### config.mk
export PLATFORM = sky130hd
export DESIGN_NAME = vga_timing_gen_mc_flat
export DESIGN_NICKNAME = d
export VERILOG_FILES = /design/src/rtl/vga_timing_gen_mc_if.sv /design/src/rtl/vga_timing_gen_mc.sv /design/src/flat_wrapper.sv
export SDC_FILE = /design/constraint.sdc
export NUM_CORES = 1
export LEC_CHECK = 0
export BUFFER_PORTS_ARGS = -buffer_cell sky130_fd_sc_hd__clkbuf_2
export CORE_MARGIN = 3
export CORE_UTILIZATION = 50
export CTS_CLUSTER_SIZE = 40
export DETAILED_ROUTE_END_ITERATION = 10
export GPL_TIMING_DRIVEN = 0
export PLACE_DENSITY = 0.75
export REMOVE_ABC_BUFFERS = 1
export SLEW_MARGIN = 20
export SYNTH_ARGS = -nofsm -noshare
export SYNTH_HDL_FRONTEND = slang
export SYNTH_SLANG_ARGS = --single-unit
export TNS_END_PERCENT = 1
### constraint.sdc
create_clock -name clk_pixel -period 10.2 [get_ports clk_pixel]
set_clock_uncertainty 0.1 [all_clocks]
set_input_delay 0 -clock clk_pixel [delete_from_list [all_inputs] [get_ports clk_pixel]]
set_output_delay 0 -clock clk_pixel [all_outputs]
set_load 0.005 [all_outputs]
### src/rtl/vga_timing_gen_mc_if.sv
// Mode-request channel of the video timing generator.
//   cfg_res/fp/pulse/bp_x  requested horizontal timing (C_bits_x each)
//   cfg_res/fp/pulse/bp_y  requested vertical timing   (C_bits_y each)
//   cfg_valid              one-cycle request strobe
//   cfg_ack                one-cycle pulse when the requested mode goes live
//   cfg_err                one-cycle pulse when a request is rejected
// master drives the request, slave (the generator) answers with ack/err.
interface vga_timing_gen_mc_if #(
  parameter int C_bits_x = 11,
  parameter int C_bits_y = 11
);
  logic [C_bits_x-1:0] cfg_res_x;
  logic [C_bits_x-1:0] cfg_fp_x;
  logic [C_bits_x-1:0] cfg_pulse_x;
  logic [C_bits_x-1:0] cfg_bp_x;
  logic [C_bits_y-1:0] cfg_res_y;
  logic [C_bits_y-1:0] cfg_fp_y;
  logic [C_bits_y-1:0] cfg_pulse_y;
  logic [C_bits_y-1:0] cfg_bp_y;
  logic                cfg_valid;
  logic                cfg_ack;
  logic                cfg_err;

  modport master (
    output cfg_res_x, cfg_fp_x, cfg_pulse_x, cfg_bp_x,
    output cfg_res_y, cfg_fp_y, cfg_pulse_y, cfg_bp_y,
    output cfg_valid,
    input  cfg_ack, cfg_err
  );

  modport slave (
    input  cfg_res_x, cfg_fp_x, cfg_pulse_x, cfg_bp_x,
    input  cfg_res_y, cfg_fp_y, cfg_pulse_y, cfg_bp_y,
    input  cfg_valid,
    output cfg_ack, cfg_err
  );
endinterface

### src/rtl/vga_timing_gen_mc.sv
// Runtime-reconfigurable video timing generator with colour-bar test picture.
// Ports:
//   clk_pixel, reset_n      pixel clock, async active-low reset
//   cfg                     mode-request channel (slave side)
//   test_picture            1 = colour bars on rgb
//   vga_hsync/vsync/blank   sync and blank, polarity set by C_*sync_pol
//   x, y                    coordinates of the pixel currently on the outputs
//   frame_start/line_start  strobes for x=0,y=0 and x=0
//   frame_cnt               16-bit frame counter
//   vga_r/g/b               test picture, C_depth bits per channel
// All outputs are registered from the (hc,vc) counters, one cycle behind.
// A new mode is held pending and swapped in only on the last pixel of a frame.
module vga_timing_gen_mc #(
  parameter int C_bits_x    = 11,
  parameter int C_bits_y    = 11,
  parameter int C_depth     = 8,
  parameter int C_hsync_pol = 0,
  parameter int C_vsync_pol = 0,
  parameter int C_res_x     = 1024,
  parameter int C_fp_x      = 24,
  parameter int C_pulse_x   = 136,
  parameter int C_bp_x      = 160,
  parameter int C_res_y     = 768,
  parameter int C_fp_y      = 3,
  parameter int C_pulse_y   = 6,
  parameter int C_bp_y      = 29
) (
  input  logic                clk_pixel,
  input  logic                reset_n,
  vga_timing_gen_mc_if.slave  cfg,
  input  logic                test_picture,
  output logic                vga_hsync,
  output logic                vga_vsync,
  output logic                vga_blank,
  output logic [C_bits_x-1:0] x,
  output logic [C_bits_y-1:0] y,
  output logic                frame_start,
  output logic                line_start,
  output logic [15:0]         frame_cnt,
  output logic [C_depth-1:0]  vga_r,
  output logic [C_depth-1:0]  vga_g,
  output logic [C_depth-1:0]  vga_b
);

  localparam int WX = C_bits_x + 2;
  localparam int WY = C_bits_y + 2;
  localparam logic [WX-1:0] L_max_x = WX'(1) << C_bits_x;
  localparam logic [WY-1:0] L_max_y = WY'(1) << C_bits_y;
  localparam logic L_hs_on = 1'(C_hsync_pol);
  localparam logic L_vs_on = 1'(C_vsync_pol);
  localparam int L_bw_rst = ((C_res_x >> 3) == 0) ? 1 : (C_res_x >> 3);

  // active mode
  logic [C_bits_x-1:0] r_res_x, r_fp_x, r_pulse_x, r_bp_x;
  logic [C_bits_y-1:0] r_res_y, r_fp_y, r_pulse_y, r_bp_y;
  logic [C_bits_x-1:0] r_bw;
  // pending request
  logic [C_bits_x-1:0] r_pend_res_x, r_pend_fp_x, r_pend_pulse_x, r_pend_bp_x;
  logic [C_bits_y-1:0] r_pend_res_y, r_pend_fp_y, r_pend_pulse_y, r_pend_bp_y;
  logic                r_pend_vld;
  logic                r_applied;
  logic                r_cfg_ack;
  logic                r_cfg_err;

  logic [C_bits_x-1:0] r_hc;
  logic [C_bits_y-1:0] r_vc;
  logic [C_bits_x-1:0] r_sub;
  logic [2:0]          r_bar;

  logic [WX-1:0] w_tot_x, w_hs_start, w_hs_end, w_hc_ext, w_req_tot_x;
  logic [WY-1:0] w_tot_y, w_vs_start, w_vs_end, w_vc_ext, w_req_tot_y;
  logic          w_hc_last, w_vc_last, w_apply, w_req_ok;
  logic          w_blank, w_hs_act, w_vs_act, w_border, w_origin;
  logic [C_bits_x-1:0] w_pend_bw8, w_pend_bw;
  logic [2:0]    w_rgb_on;

  function automatic logic [WX-1:0] sum_x(input logic [C_bits_x-1:0] a, b, c, d);
    return WX'(a) + WX'(b) + WX'(c) + WX'(d);
  endfunction

  function automatic logic [WY-1:0] sum_y(input logic [C_bits_y-1:0] a, b, c, d);
    return WY'(a) + WY'(b) + WY'(c) + WY'(d);
  endfunction

  assign w_tot_x    = sum_x(r_res_x, r_fp_x, r_pulse_x, r_bp_x);
  assign w_tot_y    = sum_y(r_res_y, r_fp_y, r_pulse_y, r_bp_y);
  assign w_hs_start = WX'(r_res_x) + WX'(r_fp_x);
  assign w_hs_end   = w_hs_start + WX'(r_pulse_x);
  assign w_vs_start = WY'(r_res_y) + WY'(r_fp_y);
  assign w_vs_end   = w_vs_start + WY'(r_pulse_y);
  assign w_hc_ext   = WX'(r_hc);
  assign w_vc_ext   = WY'(r_vc);
  assign w_hc_last  = (w_hc_ext == w_tot_x - WX'(1));
  assign w_vc_last  = (w_vc_ext == w_tot_y - WY'(1));
  assign w_apply    = w_hc_last && w_vc_last;
  assign w_origin   = (r_hc == '0) && (r_vc == '0);

  assign w_req_tot_x = sum_x(cfg.cfg_res_x, cfg.cfg_fp_x, cfg.cfg_pulse_x, cfg.cfg_bp_x);
  assign w_req_tot_y = sum_y(cfg.cfg_res_y, cfg.cfg_fp_y, cfg.cfg_pulse_y, cfg.cfg_bp_y);
  assign w_req_ok    = (cfg.cfg_res_x != '0) && (cfg.cfg_res_y != '0) &&
                       (w_req_tot_x <= L_max_x) && (w_req_tot_y <= L_max_y);

  assign w_pend_bw8 = r_pend_res_x >> 3;
  assign w_pend_bw  = (w_pend_bw8 == '0) ? C_bits_x'(1) : w_pend_bw8;

  // Mode register and request handling. The capture is written after the
  // apply so a request arriving on the apply cycle stays pending.
  always_ff @(posedge clk_pixel or negedge reset_n) begin
    if (!reset_n) begin
      r_res_x        <= C_bits_x'(C_res_x);
      r_fp_x         <= C_bits_x'(C_fp_x);
      r_pulse_x      <= C_bits_x'(C_pulse_x);
      r_bp_x         <= C_bits_x'(C_bp_x);
      r_res_y        <= C_bits_y'(C_res_y);
      r_fp_y         <= C_bits_y'(C_fp_y);
      r_pulse_y      <= C_bits_y'(C_pulse_y);
      r_bp_y         <= C_bits_y'(C_bp_y);
      r_bw           <= C_bits_x'(L_bw_rst);
      r_pend_res_x   <= '0;
      r_pend_fp_x    <= '0;
      r_pend_pulse_x <= '0;
      r_pend_bp_x    <= '0;
      r_pend_res_y   <= '0;
      r_pend_fp_y    <= '0;
      r_pend_pulse_y <= '0;
      r_pend_bp_y    <= '0;
      r_pend_vld     <= 1'b0;
      r_applied      <= 1'b0;
      r_cfg_err      <= 1'b0;
    end else begin
      r_applied <= 1'b0;
      r_cfg_err <= 1'b0;
      if (w_apply && r_pend_vld) begin
        r_res_x    <= r_pend_res_x;
        r_fp_x     <= r_pend_fp_x;
        r_pulse_x  <= r_pend_pulse_x;
        r_bp_x     <= r_pend_bp_x;
        r_res_y    <= r_pend_res_y;
        r_fp_y     <= r_pend_fp_y;
        r_pulse_y  <= r_pend_pulse_y;
        r_bp_y     <= r_pend_bp_y;
        r_bw       <= w_pend_bw;
        r_pend_vld <= 1'b0;
        r_applied  <= 1'b1;
      end
      if (cfg.cfg_valid) begin
        if (w_req_ok) begin
          r_pend_res_x   <= cfg.cfg_res_x;
          r_pend_fp_x    <= cfg.cfg_fp_x;
          r_pend_pulse_x <= cfg.cfg_pulse_x;
          r_pend_bp_x    <= cfg.cfg_bp_x;
          r_pend_res_y   <= cfg.cfg_res_y;
          r_pend_fp_y    <= cfg.cfg_fp_y;
          r_pend_pulse_y <= cfg.cfg_pulse_y;
          r_pend_bp_y    <= cfg.cfg_bp_y;
          r_pend_vld     <= 1'b1;
        end else begin
          r_cfg_err <= 1'b1;
        end
      end
    end
  end

  always_ff @(posedge clk_pixel or negedge reset_n) begin
    if (!reset_n) begin
      r_hc <= '0;
      r_vc <= '0;
    end else if (w_hc_last) begin
      r_hc <= '0;
      r_vc <= w_vc_last ? '0 : r_vc + 1'b1;
    end else begin
      r_hc <= r_hc + 1'b1;
    end
  end

  // Bar index tracks hc: both restart together with hc=0.
  always_ff @(posedge clk_pixel or negedge reset_n) begin
    if (!reset_n) begin
      r_sub <= '0;
      r_bar <= 3'd0;
    end else if (w_hc_last) begin
      r_sub <= '0;
      r_bar <= 3'd0;
    end else if (r_sub == r_bw - 1'b1) begin
      r_sub <= '0;
      if (r_bar != 3'd7) r_bar <= r_bar + 3'd1;
    end else begin
      r_sub <= r_sub + 1'b1;
    end
  end

  assign w_blank  = (w_hc_ext >= WX'(r_res_x)) || (w_vc_ext >= WY'(r_res_y));
  // start == end when pulse is 0, so the sync never asserts
  assign w_hs_act = (w_hc_ext >= w_hs_start) && (w_hc_ext < w_hs_end);
  assign w_vs_act = (w_vc_ext >= w_vs_start) && (w_vc_ext < w_vs_end);
  assign w_border = (r_hc == '0) || (w_hc_ext == WX'(r_res_x) - WX'(1)) ||
                    (r_vc == '0) || (w_vc_ext == WY'(r_res_y) - WY'(1));

  // Bar order white..black maps to r=~bar[1], g=~bar[2], b=~bar[0].
  always_comb begin
    w_rgb_on = 3'b000;
    if (!w_blank && test_picture) begin
      if (w_border) w_rgb_on = 3'b111;
      else          w_rgb_on = {~r_bar[1], ~r_bar[2], ~r_bar[0]};
    end
  end

  always_ff @(posedge clk_pixel or negedge reset_n) begin
    if (!reset_n) begin
      vga_hsync   <= ~L_hs_on;
      vga_vsync   <= ~L_vs_on;
      vga_blank   <= 1'b1;
      x           <= '0;
      y           <= '0;
      frame_start <= 1'b0;
      line_start  <= 1'b0;
      frame_cnt   <= '0;
      vga_r       <= '0;
      vga_g       <= '0;
      vga_b       <= '0;
      r_cfg_ack   <= 1'b0;
    end else begin
      vga_hsync   <= w_hs_act ? L_hs_on : ~L_hs_on;
      vga_vsync   <= w_vs_act ? L_vs_on : ~L_vs_on;
      vga_blank   <= w_blank;
      x           <= r_hc;
      y           <= r_vc;
      frame_start <= w_origin;
      line_start  <= (r_hc == '0);
      if (w_origin) frame_cnt <= frame_cnt + 16'd1;
      vga_r       <= {C_depth{w_rgb_on[2]}};
      vga_g       <= {C_depth{w_rgb_on[1]}};
      vga_b       <= {C_depth{w_rgb_on[0]}};
      // r_applied is high while hc=vc=0 of the new mode, so the ack lines
      // up with that frame's frame_start
      r_cfg_ack   <= r_applied;
    end
  end

  assign cfg.cfg_ack = r_cfg_ack;
  assign cfg.cfg_err = r_cfg_err;

endmodule

### src/flat_wrapper.sv
// flat-port wrapper written by rule: the top's interface ports become plain ports
module vga_timing_gen_mc_flat 
#(
  parameter int C_bits_x    = 11,
  parameter int C_bits_y    = 11,
  parameter int C_depth     = 8,
  parameter int C_hsync_pol = 0,
  parameter int C_vsync_pol = 0,
  parameter int C_res_x     = 1024,
  parameter int C_fp_x      = 24,
  parameter int C_pulse_x   = 136,
  parameter int C_bp_x      = 160,
  parameter int C_res_y     = 768,
  parameter int C_fp_y      = 3,
  parameter int C_pulse_y   = 6,
  parameter int C_bp_y      = 29
)
  (clk_pixel, reset_n, test_picture, vga_hsync, vga_vsync, vga_blank, x, y, frame_start, line_start, frame_cnt, vga_r, vga_g, vga_b, cfg_cfg_res_x, cfg_cfg_fp_x, cfg_cfg_pulse_x, cfg_cfg_bp_x, cfg_cfg_res_y, cfg_cfg_fp_y, cfg_cfg_pulse_y, cfg_cfg_bp_y, cfg_cfg_valid, cfg_cfg_ack, cfg_cfg_err);
  vga_timing_gen_mc_if #(.C_bits_x(C_bits_x), .C_bits_y(C_bits_y)) cfg_i ();
  input  logic clk_pixel;
  input  logic reset_n;
  input  logic test_picture;
  output logic vga_hsync;
  output logic vga_vsync;
  output logic vga_blank;
  output logic [C_bits_x-1:0] x;
  output logic [C_bits_y-1:0] y;
  output logic frame_start;
  output logic line_start;
  output logic [15:0] frame_cnt;
  output logic [C_depth-1:0] vga_r;
  output logic [C_depth-1:0] vga_g;
  output logic [C_depth-1:0] vga_b;
  input wire logic [$bits(cfg_i.cfg_res_x)-1:0] cfg_cfg_res_x;
  input wire logic [$bits(cfg_i.cfg_fp_x)-1:0] cfg_cfg_fp_x;
  input wire logic [$bits(cfg_i.cfg_pulse_x)-1:0] cfg_cfg_pulse_x;
  input wire logic [$bits(cfg_i.cfg_bp_x)-1:0] cfg_cfg_bp_x;
  input wire logic [$bits(cfg_i.cfg_res_y)-1:0] cfg_cfg_res_y;
  input wire logic [$bits(cfg_i.cfg_fp_y)-1:0] cfg_cfg_fp_y;
  input wire logic [$bits(cfg_i.cfg_pulse_y)-1:0] cfg_cfg_pulse_y;
  input wire logic [$bits(cfg_i.cfg_bp_y)-1:0] cfg_cfg_bp_y;
  input wire logic [$bits(cfg_i.cfg_valid)-1:0] cfg_cfg_valid;
  output wire logic [$bits(cfg_i.cfg_ack)-1:0] cfg_cfg_ack;
  output wire logic [$bits(cfg_i.cfg_err)-1:0] cfg_cfg_err;
  assign cfg_i.cfg_res_x = cfg_cfg_res_x;
  assign cfg_i.cfg_fp_x = cfg_cfg_fp_x;
  assign cfg_i.cfg_pulse_x = cfg_cfg_pulse_x;
  assign cfg_i.cfg_bp_x = cfg_cfg_bp_x;
  assign cfg_i.cfg_res_y = cfg_cfg_res_y;
  assign cfg_i.cfg_fp_y = cfg_cfg_fp_y;
  assign cfg_i.cfg_pulse_y = cfg_cfg_pulse_y;
  assign cfg_i.cfg_bp_y = cfg_cfg_bp_y;
  assign cfg_i.cfg_valid = cfg_cfg_valid;
  assign cfg_cfg_ack = cfg_i.cfg_ack;
  assign cfg_cfg_err = cfg_i.cfg_err;
  vga_timing_gen_mc #(.C_bits_x(C_bits_x), .C_bits_y(C_bits_y), .C_depth(C_depth), .C_hsync_pol(C_hsync_pol), .C_vsync_pol(C_vsync_pol), .C_res_x(C_res_x), .C_fp_x(C_fp_x), .C_pulse_x(C_pulse_x), .C_bp_x(C_bp_x), .C_res_y(C_res_y), .C_fp_y(C_fp_y), .C_pulse_y(C_pulse_y), .C_bp_y(C_bp_y)) u_core (.clk_pixel(clk_pixel), .reset_n(reset_n), .cfg(cfg_i), .test_picture(test_picture), .vga_hsync(vga_hsync), .vga_vsync(vga_vsync), .vga_blank(vga_blank), .x(x), .y(y), .frame_start(frame_start), .line_start(line_start), .frame_cnt(frame_cnt), .vga_r(vga_r), .vga_g(vga_g), .vga_b(vga_b));
endmodule
==> results of run 1 <==
layout make-up:
cell class                      instances  share of cell area (%)
Multi-Input combinational cell       1301                    48.9
Clock inverter                         18                    1.29
Sequential cell                       270                    30.2
Timing Repair Buffer                  269                    8.92
Antenna cell                            2                  0.0223
Clock buffer                           39                    3.90
Tap cell                              504                    2.81
Inverter                              238                    3.98
worst min-delay path: cells and delay by family:
kind | cells | cell delay [ps]
muxes | 1 | 130
buffers and inverters | 2 | 620
flip-flops by register name, indices dropped and copies added (netlist names), 11 cells and up:
signal and flops:
u_core.frame_cnt 16, u_core.r_bp_x 11, u_core.r_bp_y 11, u_core.r_fp_x 11
u_core.r_fp_y 11, u_core.r_hc 11, u_core.r_pend_bp_x 11, u_core.r_pend_bp_y 11
u_core.r_pend_fp_x 11, u_core.r_pend_fp_y 11, u_core.r_pend_pulse_x 11, u_core.r_pend_pulse_y 11
u_core.r_pend_res_x 11, u_core.r_pend_res_y 11, u_core.r_pulse_x 11, u_core.r_pulse_y 11
u_core.r_res_x 11, u_core.r_res_y 11, u_core.r_sub 11, u_core.r_vc 11
u_core.x 11, u_core.y 11
layer usage:
metal	track usage (%)	share of wire (%)	wire length (um)
met1	33.2	45	21900
met2	39.3	46	22400
met3	3.24	5.9	2890
met4	8.28	3.5	1720
met5	0	0.024	12
power groups by stage:
stage	logic, mW	clock network [mW]	registers, mW
3_3_place_gp	0.716	0	1.36
5_1_grt	0.878	1.33	1.38
2_1_floorplan	0.559	0	1.32
4_1_cts	0.784	1.28	1.35
3_5_place_dp	0.724	0	1.37
6_report	0.794	1.26	1.36
final timing paths:
kind,startpoint,endpoint,slack [ps],cells after the start
worst max-delay path,u_core.r_res_x[0]$_DFFE_PN0P_,u_core.r_bp_x[8]$_DFFE_PN0P_,2370,26
worst min-delay path,cfg_cfg_bp_y[9],u_core.r_pend_bp_y[9]$_DFFE_PN0P_,120,3
worst max register to register,u_core.r_res_x[0]$_DFFE_PN0P_,u_core.r_bp_x[8]$_DFFE_PN0P_,2370,26
worst min register to register,u_core.r_applied$_DFF_PN0_,u_core.cfg.cfg_ack$_DFF_PN0_,260,0
max in group asynchronous,reset_n,u_core.vga_vsync$_DFF_PN1_,8540,5
min in group asynchronous,reset_n,u_core.r_pend_pulse_x[3]$_DFFE_PN0P_,570,4
through the flow:
step                hold slack, ps  worst slack (ps)  total power [mW]
floorplan                     -396              1820              1.88
global placement               153              -847              2.07
detailed placement           -10.1              2590              2.09
CTS                            100              2570              3.41
global route                   126              1950              3.58
finish                         118              2370              3.41
synth_stat cells (27+ instances only):
cell type,n,share of area (%)
nor2_1,95,1.9
inv_1,237,4.7
o21ai_0,50,1.3
xnor2_1,109,5.0
a21oi_1,89,2.3
clkbuf_1,30,0.59
ha_1,199,13
dfrtp_1,249,33
nand2_1,56,1.1
xor2_1,52,2.4
mux2_1,39,2.3
nand3_1,44,1.2
nor3_1,37,0.98
o21bai_1,27,1.1
mux2_2,148,8.8
a21o_1,43,1.7
fa_1,32,3.4
layout by cell type (no fill, tap or decap), types with 24 or more instances in the layout:
cell type / n
nand2_1: 56
dlygate4sd3_1: 99
clkbuf_16: 31
inv_1: 237
a21o_1: 43
nand3_1: 43
ha_1: 199
nand2b_1: 24
nor3_1: 37
mux2_1: 39
clkbuf_2: 159
a211oi_1: 24
nor2_1: 95
dfrtp_1: 249
mux2_2: 148
xor2_1: 52
o21ai_0: 50
xnor2_1: 109
a21oi_1: 89
o21bai_1: 27
fa_1: 32
cell families (layout without fill, tap and decap cells):
family                   Yosys count  count (layout)  share of synthesized area (%)
buffers and inverters            302             564                           6.58
XOR/XNOR                         161             161                           7.43
flip-flops                       270             270                           35.7
other                              0               2                              0
adder cells (fa/ha/maj)          233             233                           16.6
AND/OR/NAND/NOR                  378             378                           10.4
AO/OA/AOI/OAI                    333             333                           11.7
multiplexers                     196             196                           11.6
==> out/metrics.yaml, run 1 <==
synth-seq-cells: 270
wl_per_cell_um: 18.6
num-fill-cells: 2916
seqPwrFrac_pct: 39.9
clockBufferDepth: 3
detail-route-antenna-nets: 0
vias: 14926
gp_congestion: 0.889
grt_pass1_vias: 15148
final_cells: 2641
ys_types: 78
die_y_um: 201
path_class: "register to register"
comb_power_share_pct: 23.3
routed_wl_mm: 49.0
initial_core_util_pct: 51.2
nNetsFinal: 2434
grt_max_degree: 95
drc: 0
cap_violations: 0
worst-path-buf-inv: 5
slew_headroom_pct: 50.5
syn_to_final_growth_pct: 18.3
critPathLaunchType: "register"
root_buffer: "clkbuf_16"
cts_resized: 0
final_cell_area_sq_um: 22500
grt_pass1_wl_mm: 79.8
synth_area_sq_um: 19000
drt-pass1-iter-count: 7
yosysWarningCount: 0
worst_ep_arrival_time_ps: 8180
rsz0062_at_grt: "no"
powerDensity_nw_per_um2: 152
die_area_sq_um: 40300
cp.required_ps: 10540
fin_crit_ps: 7830
grt.total_usage_pct: 24.1
critPathTopFamily: "compound AO/OA/AOI/OAI gates"
setup_viol: 0
status: "finished, final reports clean"
cp_slowest_cell: "nor4b_4"
ir_worst_vdd_v: 0.000119
clk-insertion-delay-late_ps: 570
multi_input_comb_area_sq_um: 11000
vias_per_cell: 5.65
drive_gt1_share_pct: 19.6
gr-total-overflow: 0
placed_area_sq_um: 20300
worst_pin_slew_ps: 742
switchingPower_uw: 967
fin_util_pct: 60.6
cp-end-kind: "register"
fmax_ghz: 0.128
drv_slew: 0
p_int_mw: 2.45
cts.clk_slew.worst_paths_ps: 60
rows: 70
die_x_um: 201
p_clk_share_pct: 36.9
ios: 161
crit_path_frequent_cell: "ha_1"
syn_avg_cell_area_sq_um: 10.1
cts_buffers: 31
finalHoldViolCount: 0
hpwl_mm: 35.6
totalNegativeSetupSlack_ps: 0
grt_antenna_before_repair: 4
synth-seq-area-share_pct: 35.7
portBuffers: 160
placed_cells: 2483
sw_frac_of_total_pct: 28.3
clock_sinks: 270
synth_edf_count: 0
hold_class: "primary input to register"
power.leakage_nw: 11.1
post_cts_buffers: 0
drt_iter0_markers: 879
core_sq_um: 37000
crit_fanout: 28
synthFlopType: "dfrtp_1"
htreeDepth: 1
cts_tree: "yes"
min_period_over_period_pct: 76.8
slowest_delay_ps: 580
postCtsHoldBufs: 99
seq_area_sq_um: 6780
postSynth.asyncResetShare_pct: 100
synthCells: 1873
Note: power is estimated with default switching activity, not from simulation.
==> run 2: changes to the inputs <==
--- a/config.mk
+++ b/config.mk
@@ -11,7 +11,7 @@
 export CTS_CLUSTER_SIZE = 40
 export DETAILED_ROUTE_END_ITERATION = 10
 export GPL_TIMING_DRIVEN = 0
-export PLACE_DENSITY = 0.75
+export PLACE_DENSITY = 0.77
 export REMOVE_ABC_BUFFERS = 1
 export SLEW_MARGIN = 20
 export SYNTH_ARGS = -nofsm -noshare
==> constraint.sdc (replaced) <==
create_clock -name clk_pixel -period 6.75 [get_ports clk_pixel]
set_clock_uncertainty 0.1 [all_clocks]
set_input_delay 0 -clock clk_pixel [delete_from_list [all_inputs] [get_ports clk_pixel]]
set_output_delay 0 -clock clk_pixel [all_outputs]
set_load 0.005 [all_outputs]
==> run 2 against run 1 <==
Compared with the run above:
- fmax is 18% higher
- non-clock buffer count is 12 higher
- critical path type unchanged
- core utilization is 0.78 points higher
- largest power group unchanged
- clock-buffer cell count is 2 higher
- first-iteration DRC count is 2.5% lower
- routed wire length is 6.1% higher
- global-route usage is 1.3 points higher
- sequential power is 52% higher
- critical path depth is 1 lower
- worst hold slack worse by 9.6 ps
- sequential cell count stayed put
==> out/metrics.yaml, run 2 (synthesis gave the netlist of run 1 again) <==
final_cell_mix: "246 x dfrtp_1, 237 x inv_1, 194 x ha_1, 159 x clkbuf_2, 148 x mux2_2"
vias: 15247
fin_crit_ps: 6610
cp.required_ps: 7120
r2r_cells: 25
drc: 0
fin_util_pct: 61.4
drive_gt1_share_pct: 21.6
hpwl_mm: 36.0
nNetsFinal: 2446
cp_slowest_cell: "mux4_2"
clockBufferDepth: 3
drt-pass1-iter-count: 5
initial_core_util_pct: 51.2
power.leakage_nw: 11.2
die_x_um: 201
clk-insertion-delay-late_ps: 590
critPathLaunch: "u_core.r_res_x[0]$_DFFE_PN0P_"
gp_congestion: 0.899
cp-end-kind: "register"
worst_ep_arrival_time_ps: 6980
power_mw: 5.14
rows: 70
portBuffers: 160
cts_buffers: 30
core_sq_um: 37000
detail-route-antenna-nets: 0
drt_iter0_markers: 857
grt_pass1_vias: 15889
gr-total-overflow: 0
regMostFlops: "u_core.frame_cnt"
hold_start: "cfg_cfg_bp_y[9]"
crit_fanout: 18
cap_violations: 0
htreeDepth: 1
path_class: "register to register"
hold_end: "u_core.r_pend_bp_y[9]$_DFFE_PN0P_"
clock_sinks: 270
ir_worst_vdd_v: 0.000216
critPathLaunchType: "register"
grt_max_degree: 93
final_common_cell: "dfrtp_1"
min_period_over_period_pct: 97.9
dp_slack_ps: -924
fin_ws_ps: 139
drv_slew: 0
hold_class: "primary input to register"
timing.rr.end: "u_core.r_res_x[6]$_DFFE_PN0P_"
cts.clk_slew.worst_paths_ps: 70
wl_per_cell_um: 19.6
grt_pass1_wl_mm: 83.7
routed_wl_mm: 52.0
root_buffer: "clkbuf_16"
cts_tree: "yes"
ios: 161
setup_viol: 0
powerDensity_nw_per_um2: 226
fmax_ghz: 0.151
vias_per_cell: 5.75
rrSetupSlack_ps: 140
die_y_um: 201
slew_headroom_pct: 50.1
grt_antenna_before_repair: 1
largest_register_ffs: 16
syn_to_final_growth_pct: 19.8
hold_slack_ps: 108
worst_pin_slew_ps: 740
slowest_delay_ps: 540
placed_cells: 2482
hold_depth: 3
status: "finished, final reports clean"
r2r-start: "u_core.r_res_x[0]$_DFFE_PN0P_"
finalHoldViolCount: 0
grt.total_usage_pct: 25.4
die_area_sq_um: 40300
final_cells: 2652
[run 2: routing by layer]
layer | GRT usage, % | wire (um)
met3 | 4.49 | 3420
met1 | 33.4 | 22200
met4 | 9.79 | 1920
met2 | 41.9 | 24400
met5 | 0 | 0
[run 2: area by class of cell]
type	count	area (sq um)
Antenna cell	1	2.50
Clock buffer	41	862
Clock inverter	15	259
Fill cell	2822	14300
Inverter	238	893
Multi-Input combinational cell	1302	11200
Sequential cell	270	6790
Tap cell	504	631
Timing Repair Buffer	281	2150
[run 2: what timing repair did]
item | CTS | global route
gates cloned | 3 | 0
hold endpoints to repair | 223 | 0
setup endpoints to repair | 105 | 115
buffers inserted | 6 | 6
pin swaps | 4 | 17
gates resized for setup | 14 | 29
hold buffers | 99 | 0
[run 2: worst max-delay path by stage]
stage	end	slack (ps)	cells past startpoint
after floorplan	u_core.r_bp_y[1]$_DFFE_PN0P_	-1630	22
after global placement	u_core.r_pulse_y[0]$_DFFE_PN0P_	-4110	22
after detailed placement	u_core.r_res_x[1]$_DFFE_PN0P_	-920	26
after CTS	u_core.r_res_x[8]$_DFFE_PN0P_	40	27
after global routing	u_core.r_fp_x[5]$_DFFE_PN0P_	-4	28
final	u_core.r_res_x[6]$_DFFE_PN0P_	140	25
[run 2: power by group]
| part | total, mW | switching (mW) | internal, mW |
|---|---|---|---|
| Sequential | 2.07 | 0.181 | 1.89 |
| Clock | 1.86 | 0.728 | 1.13 |
| Combinational | 1.21 | 0.586 | 0.620 |
| Total | 5.14 | 1.50 | 3.64 |
[run 2: per-stage QoR]
stage	area [sq um]	TNS, ps
2_1_floorplan	18600	-152230
3_3_place_gp	20100	-612350
3_5_place_dp	20300	-69110
4_1_cts	22600	0
5_1_grt	22700	-4.00
6_report	22700	0
[run 2: worst max-delay path, delay by kind of cell (launching register included)]
kind | cells | cell delay, ps
AO/OA/AOI/OAI | 10 | 1660
XOR/XNOR | 2 | 480
adder cells (fa/ha/maj) | 4 | 1320
buffers and inverters | 3 | 770
flip-flops | 1 | 440
multiplexers | 2 | 830
AND/OR/NAND/NOR | 4 | 860
==> run 3: changes to the inputs <==
--- a/config.mk
+++ b/config.mk
@@ -6,7 +6,7 @@
 export NUM_CORES = 1
 export LEC_CHECK = 0
 export BUFFER_PORTS_ARGS = -buffer_cell sky130_fd_sc_hd__clkbuf_2
-export CORE_MARGIN = 3
+export CORE_MARGIN = 2
 export CORE_UTILIZATION = 50
 export CTS_CLUSTER_SIZE = 40
 export DETAILED_ROUTE_END_ITERATION = 10
==> run 3 against run 2 <==
Compared with the run above:
- fmax grew 2.8%
- cell area shrank 0.92%
- clock-buffer cell count grew 2
- combinational power is essentially flat
- core utilization shrank 1.3 points
- routed wire length shrank 4.9%
- register-to-register slack gained 180 ps
- sequential cell count is the same
- via count shrank 1.0%
- critical path depth grew 2
- largest cell class unchanged
- highest routed layer unchanged
==> out/metrics.yaml, run 3 (synthesis gave the netlist of run 1 again) <==
grt_max_degree: 92
worst_pin_slew_ps: 731
htreeDepth: 1
cts_tree: "yes"
grt_pass1_wl_mm: 78.4
hold_slack_ps: 112
cp-end-kind: "register"
gp_congestion: 0.904
switchingPower_mw: 1.44
drv_slew: 0
cts_buffers: 30
slew_headroom_pct: 51.3
vias: 15090
comb_power_share_pct: 24.0
vias_per_cell: 5.68
final_cell_mix: "246 x dfrtp_1, 237 x inv_1, 197 x ha_1, 159 x clkbuf_2, 148 x mux2_2"
cts.clk_slew.worst_paths_ps: 60
grt_pass1_vias: 15171
nNetsFinal: 2443
drc: 0
sw_frac_of_total_pct: 29.2
fin_ws_ps: 321
root_buffer: "clkbuf_16"
initial_core_util_pct: 50.6
clk-insertion-delay-late_ps: 580
routed_wl_mm: 49.5
clock_sinks: 270
ios: 161
hold_class: "primary input to register"
critPathLaunchType: "register"
die_x_um: 199
hpwl_mm: 35.8
core_sq_um: 37500
fin_crit_ps: 6430
crit_fanout: 13
ir_worst_vdd_v: 0.000188
drt_iter0_markers: 933
powerDensity_nw_per_um2: 219
dp_slack_ps: -671
min_period_over_period_pct: 95.2
finalHoldViolCount: 0
wl_per_cell_um: 18.6
portBuffers: 160
cp.required_ps: 7110
detail-route-antenna-nets: 0
final_common_cell: "dfrtp_1"
setup_viol: 0
gr-total-overflow: 0
status: "finished, final reports clean"
die_area_sq_um: 39500
largest_register_ffs: 16
drive_gt1_share_pct: 20.8
syn_to_final_growth_pct: 18.7
seqPwrFrac_pct: 41.7
p_clk_share_pct: 34.4
regMostFlops: "u_core.frame_cnt"
path_class: "register to register"
p_int_mw: 3.50
power.leakage_nw: 11.1
die_y_um: 199
rows: 71
grt_antenna_before_repair: 2
clockBufferDepth: 3
drt-pass1-iter-count: 5
grt.total_usage_pct: 25.0
cap_violations: 0
fmax_ghz: 0.156
worst_ep_arrival_time_ps: 6790
[run 3: cell types whose count changed in the layout (fill, tap and decap cells not counted), sizes merged]
cell | before | now
inv | 242 | 241
clkinv | 2 | 5
buf | 21 | 23
nand4 | 23 | 22
bufbuf | 2 | 0
clkbuf | 201 | 204
diode | 1 | 2
clkinvlp | 3 | 1
dlygate4sd3 | 98 | 95
bufinv | 6 | 3
[run 3: worst paths after layout]
kind,cells after the start,slack [ps],end,from
worst max-delay path,27,320,u_core.r_fp_y[3]$_DFFE_PN0P_,u_core.r_res_x[0]$_DFFE_PN0P_
worst min-delay path,3,110,u_core.r_pend_bp_y[8]$_DFFE_PN0P_,cfg_cfg_bp_y[8]
worst max register to register,27,320,u_core.r_fp_y[3]$_DFFE_PN0P_,u_core.r_res_x[0]$_DFFE_PN0P_
worst min register to register,0,250,u_core.cfg.cfg_ack$_DFF_PN0_,u_core.r_applied$_DFF_PN0_
max in group asynchronous,5,5290,u_core.r_bp_y[0]$_DFFE_PN1P_,reset_n
min in group asynchronous,4,420,u_core.r_pend_pulse_x[3]$_DFFE_PN0P_,reset_n
[run 3: metrics by stage]
step                      total power [mW]  util [%]  area, sq um  cells  setup TNS (ps)
final                                 4.94      60.1        22500   2656               0
after global routing                  5.18      60.1        22500   2656            -386
after CTS                             4.93      59.5        22300   2643               0
after detailed placement              3.17      54.2        20300   2490          -47910
after global placement                3.12      53.5        20100   2480         -612090
after floorplan                       2.85         -        18600   1809         -152230
[run 3: routing by layer]
layer  GRT usage [%]  up-vias  part of all wire, %
met3            3.81      119                  6.0
met2            41.1      475                   47
met5               0        -                    0
met4            10.2        0                  3.9
li1                -     7065                    -
met1            33.1     7431                   43
[run 3: area by class of cell]
cell class | count | area, sq um
Clock buffer | 43 | 861
Timing Repair Buffer | 279 | 2130
Tap cell | 511 | 639
Clock inverter | 12 | 149
Sequential cell | 270 | 6790
Multi-Input combinational cell | 1301 | 11100
Inverter | 238 | 893
Antenna cell | 2 | 5.00
Fill cell | 2988 | 15000
[run 3: critical path: stages, from the launching register on]
cell,delay (ps)
dfrtp_2,430
ha_1,220
fa_1,420
a21o_1,220
a21oi_2,180
o21bai_1,90
a21oi_2,210
xnor2_2,160
ha_2,250
nor2_1,60
a311oi_2,350
a21oi_1,110
o21bai_1,240
xnor2_1,240
xor2_1,120
ha_1,430
a21oi_1,190
o21bai_1,100
mux2_2,250
and4_1,170
nand4_1,150
nor4b_4,370
buf_6,180
buf_6,150
nand4_4,210
buf_12,210
clkbuf_16,180
mux2_1,310
[run 3: timing repair]
item                       4_1_cts  5_1_grt
pin swaps                        1       16
setup endpoints to repair       96      108
buffers inserted                 2       10
cloned                           0        1
resized for setup                1       26
hold buffers                    96        0
hold endpoints to repair       355        0
[run 3: power by group through the flow]
stage / logic, mW / registers, mW / clock network (mW)
finish: 1.18 / 2.06 / 1.70
detailed placement: 1.10 / 2.07 / 0
floorplan: 0.845 / 2.00 / 0
CTS: 1.17 / 2.04 / 1.72
global route: 1.30 / 2.09 / 1.79
global placement: 1.07 / 2.05 / 0
